**src/rtl/fifo_pkg.sv**
```systemverilog
// fifo_pkg: shared state encoding and default geometry for the FIFO word packer.
package fifo_pkg;
  typedef enum logic [1:0] {FILL, DRAIN, HOLD} state_t;
  localparam int LANES_DEF = 4;
  localparam int SIZE_DEF = 8;
endpackage

```
**src/rtl/fifo_lane_reg.sv**
```systemverilog
// fifo_lane_reg: one lane of the packed word with load, clear and async reset.
module fifo_lane_reg
  import fifo_pkg::*;
#(
  parameter int SIZE = SIZE_DEF
) (
  input  logic            clk,
  input  logic            rst_n,
  input  logic            clr,
  input  logic            load,
  input  logic [SIZE-1:0] d,
  output logic [SIZE-1:0] q
);
  always_ff @(posedge clk or negedge rst_n)
    if (!rst_n) q <= '0;
    else if (clr) q <= '0;
    else if (load) q <= d;
endmodule

```
**src/rtl/fifo_word_packer.sv**
```systemverilog
// fifo_word_packer: pops FIFO entries into LANES-wide words, with flush and backpressure.
module fifo_word_packer
  import fifo_pkg::*;
#(
  parameter int SIZE  = SIZE_DEF,
  parameter int LANES = LANES_DEF
) (
  input  logic                       read_clock,
  input  logic                       reset_n,
  input  logic [SIZE-1:0]            fifo_data,
  input  logic                       fifo_empty,
  input  logic                       fifo_almost_empty,
  output logic                       fifo_read,
  input  logic                       flush,
  output logic [SIZE*LANES-1:0]      word_out,
  output logic [$clog2(LANES+1)-1:0] word_count,
  output logic                       word_valid,
  input  logic                       word_ready,
  output logic                       busy
);
  localparam int CW = $clog2(LANES+1);
  state_t state, state_nx;
  logic [CW-1:0] captured;
  logic in_flight, armed, accept, last, flush_ok, pop_ok;
  always_ff @(posedge read_clock or negedge reset_n)
    if (!reset_n) state <= FILL;
    else state <= state_nx;
  always_comb begin
    state_nx = state;
    accept   = state == HOLD && word_ready;
    last     = in_flight && captured == CW'(LANES-1);
    flush_ok = flush && (captured != '0 || in_flight);
    pop_ok   = armed && !fifo_empty && (int'(captured) + int'(in_flight) < LANES)
             && !(fifo_almost_empty && in_flight);
    fifo_read = state == FILL && pop_ok && !flush_ok;
    case (state)
      FILL:    state_nx = last ? HOLD : flush_ok ? DRAIN : FILL;
      DRAIN:   state_nx = in_flight ? DRAIN : HOLD;
      HOLD:    state_nx = word_ready ? FILL : HOLD;
      default: state_nx = FILL;
    endcase
  end
  // armed holds off the first pop until one edge after reset release
  always_ff @(posedge read_clock or negedge reset_n)
    if (!reset_n) begin
      captured  <= '0;
      in_flight <= 1'b0;
      armed     <= 1'b0;
    end else begin
      armed     <= 1'b1;
      in_flight <= fifo_read;
      captured  <= accept ? '0 : in_flight ? captured + CW'(1) : captured;
    end
  for (genvar i = 0; i < LANES; i++) begin : g_lane
    fifo_lane_reg #(.SIZE(SIZE)) u_lane (
      .clk  (read_clock),
      .rst_n(reset_n),
      .clr  (accept),
      .load (in_flight && captured == CW'(i)),
      .d    (fifo_data),
      .q    (word_out[i*SIZE +: SIZE])
    );
  end
  assign word_count = captured;
  assign word_valid = state == HOLD;
  assign busy       = captured != '0 || in_flight;
endmodule

```
**config.mk**
```make
export PLATFORM = sky130hd
export DESIGN_NAME = fifo_word_packer
export DESIGN_NICKNAME = d
export VERILOG_FILES = /design/src/rtl/fifo_pkg.sv /design/src/rtl/fifo_lane_reg.sv /design/src/rtl/fifo_word_packer.sv
export SDC_FILE = /design/constraint.sdc
export NUM_CORES = 1
export LEC_CHECK = 0
export ABC_AREA = 1
export BUFFER_PORTS_ARGS = -buffer_cell sky130_fd_sc_hd__buf_2
export CAP_MARGIN = 20
export CORE_ASPECT_RATIO = 1.2
export CORE_MARGIN = 2
export CORE_UTILIZATION = 55
export CTS_CLUSTER_DIAMETER = 200
export DETAILED_ROUTE_END_ITERATION = 6
export PLACE_DENSITY = 0.84
export SYNTH_ARGS = -nofsm -noshare
export SYNTH_HDL_FRONTEND = slang
export SYNTH_HIERARCHICAL = 1
export SYNTH_SLANG_ARGS = --single-unit
```
**constraint.sdc**
```tcl
create_clock -name read_clock -period 2.9 [get_ports read_clock]
set_clock_uncertainty 0.15 [all_clocks]
set_input_delay 0.145 -clock read_clock [delete_from_list [all_inputs] [get_ports read_clock]]
set_output_delay 0.145 -clock read_clock [all_outputs]
set_load 0.02 [all_outputs]
```
==> flow_summary_export.csv <==
group,metric,value,unit
synthesis,ys_types,18,
cts,htreeDepth,2,
cts,clk_pin_slew,0.12,ns
critical_path,cp-end-kind,"primary output",
synthesis,synth_compound_area_share,1.51,%
critical_path,worstSetupPathType,"flop to primary output",
power,vdd_drop_max,0.000805,V
routing,wl,3.98,mm
critical_path,cp.required,2.61,ns
synthesis,synth_top_family_by_area,"simple AND/OR/NAND/NOR gates",
routing,via_per_inst,5.13,
cts,root_buffer,"clkbuf_4",
timing,maxSlewViolCount,0,
power,cellLeakagePower,1.37,nW
routing,drc,0,
final_layout,final_layout_size_suffix_gt1_share,28.4,%
synthesis,netlist_area,1830,sq um
critical_path,startpoint_type,"flop",
cts,cts_sinks,39,
synthesis,yosysWarnings,6,
floorplanning,die_y,67.2,microns
critical_path,cp_max_fo,5,
synthesis,synthMuxAreaShare,0,%
grt,gr-total-overflow,0,
hold_path,min_path_type,"primary input to asynchronous set/reset pin",
synthesis,synthXorXnorAreaFrac,0,%
floorplanning,start_util,58.8,%
grt,first_global_vias,1394,
synthesis,ys_ff_latch,39,
timing,max_slew_margin,43.7,%
critical_path,cp_slowest_stage_delay,0.45,ns
timing,setup_viol,0,
place,port_buffers,51,
cts,ctsResizeCount,0,
timing,fmax,0.513,GHz
timing,rsz0062_at_grt,"no",
final_layout,final_area,2290,sq um
timing,worst_pin_slew,0.844,ns
floorplanning,ioPinCount,52,
synthesis,synthAdderAreaFrac,3.42,%
final_layout,area_growth,25.2,%
routing,drt_iter0_markers,62,
timing,setup_tns,0,ns
grt,track_usage,23.8,%
timing,fin_crit_sh,67.2,%
cts,cts_buffer_depth,2,
floorplanning,core_area,3110,sq um
timing,finalCriticalPeriod,1.95,ns
job,max_cap_viol_count,0,
place,placed_area,2070,sq um
floorplanning,rows,22,
cts,tritoncts,"done",
critical_path,crit_slowest_cell,"dfrtp_1",
floorplanning,dieArea,3800,sq um
critical_path,arrival,1.65,ns
routing,num_vias,1575,
grt,antenna_found_initial,0,
synthesis,synthSimpleGateAreaFrac,34.1,%
critical_path,crit_path_cell_trace,"inv_1, ha_1, nand3_4, nand2_2, nand2_1, nor2_2, buf_2",
final_layout,n_antenna_cell,0,
synthesis,syn-mean-instance-area,8.96,sq um
synthesis,ys_seq_area_share,53.4,%
final_layout,layout.nets,289,
routing,first_pass_iters,5,
cts,clkLatencyLatePin,0.35,ns
timing,final-hold-violation-count,0,
place,dpl.hpwl,2.75,mm
cts,cts_setup_buffers,0,
routing,wire_per_inst,13.0,microns
floorplanning,fp.dieW,56.6,microns
power,power_density,1010,nW/um^2
timing,setup_slack,0.952,ns
status,outcome,"complete, no violations",
place,gp_congestion,0.800,
place,dp_slack,1.01,ns
routing,ant_nets,0,
synthesis,synth_cells,204,
grt,grt_max_degree,40,
grt,grt_first_pass_wirelength,6.77,mm
timing,holdWs,0.264,ns
synthesis,syn_nets,223,
cts,cts_made_buffers,5,
final_layout,fin_util,73.6,%
## per-stage QoR
step / power, mW / std cells
floorplan: 1.61 / 204
global placement: 1.90 / 286
detailed placement: 1.93 / 286
CTS: 2.33 / 307
global route: 2.49 / 307
finish: 2.32 / 307
## final timing paths
path	from	endpoint	slack, ns	cells after the start
max in group asynchronous	reset_n	armed	1.80	2
worst min-delay path	reset_n	g_lane[2].u_lane/q[3]	0.26	2
worst max register to register	word_count[0]	g_lane[0].u_lane/q[6]	0.98	6
min in group read_clock	g_lane[1].u_lane/q[0]	g_lane[1].u_lane/q[0]	0.33	2
worst min register to register	g_lane[1].u_lane/q[0]	g_lane[1].u_lane/q[0]	0.33	2
worst max-delay path	word_count[0]	fifo_read	0.95	7
## metal layers
metal | wire length (microns) | track usage (%)
met5 | 0 | 0
met1 | 1660 | 31.7
met3 | 325 | 6.90
met4 | 61 | 9.82
met2 | 1930 | 36.9
## registers in the layout, indices dropped and copies added (netlist names)
signal and flops:
g_lane.u_lane/q 32, word_count 3, state 2, armed 1, in_flight 1
## area by class of cell
type / count / area, sq um
Clock buffer: 6 / 51.3
Clock inverter: 2 / 35.0
Fill cell: 248 / 822
Inverter: 19 / 78.8
Multi-Input combinational cell: 141 / 717
Sequential cell: 39 / 976
Tap cell: 36 / 45.0
Timing Repair Buffer: 64 / 385
## critical path, delay by kind of cell (launching register included)
kind	cells	cell delay (ns)
buffers and inverters	2	0.29
adders and majority gates	1	0.22
and+or+nand+nor	4	0.33
DFF	1	0.45
## cell families after synthesis
family                     after synthesis
and+or+nand+nor                        130
DFF                                     39
adders and majority gates                5
buffers and inverters                   24
AOI/OAI and AO/OA                        5
other                                    1
## placed cells by master, fill, tap and decap left out, drive strengths merged
master | netlist | layout
nor2 | 12 | 12
dlygate4sd3 | 0 | 13
nand2 | 82 | 82
clkbuf | 0 | 6
ha | 5 | 5
a21oi | 1 | 1
bufinv | 0 | 1
dfrtp | 39 | 39
o211ai | 1 | 1
conb | 1 | 1
nand3 | 36 | 36
clkinv | 0 | 1
o21ai | 3 | 3
buf | 5 | 51
inv | 19 | 19
## where the power goes
part / switching, mW / total (mW) / internal [mW]
sequential: 0.131 / 0.872 / 0.740
clock: 0.180 / 0.384 / 0.204
combinational: 0.702 / 1.06 / 0.359
## synthesized netlist by cell type
master	number	share of area, %
a21oi_1	1	0.27
buf_6	5	3.1
conb_1	1	0.21
dfrtp_1	39	53
ha_1	5	3.4
inv_1	11	2.3
inv_2	7	1.4
inv_8	1	0.62
nand2_1	79	16
nand2_2	3	1.0
nand3_1	35	9.6
nand3_4	1	0.96
nor2_1	6	1.2
nor2_2	2	0.68
nor2_8	4	4.4
o211ai_1	1	0.41
o21ai_0	1	0.27
o21ai_1	2	0.55
## what timing repair did
action | CTS | global route
hold buffers | 13 | 0
setup endpoints to repair | 0 | 0
endpoints found under the hold margin | 76 | 0
(Power assumes the default switching activity.)
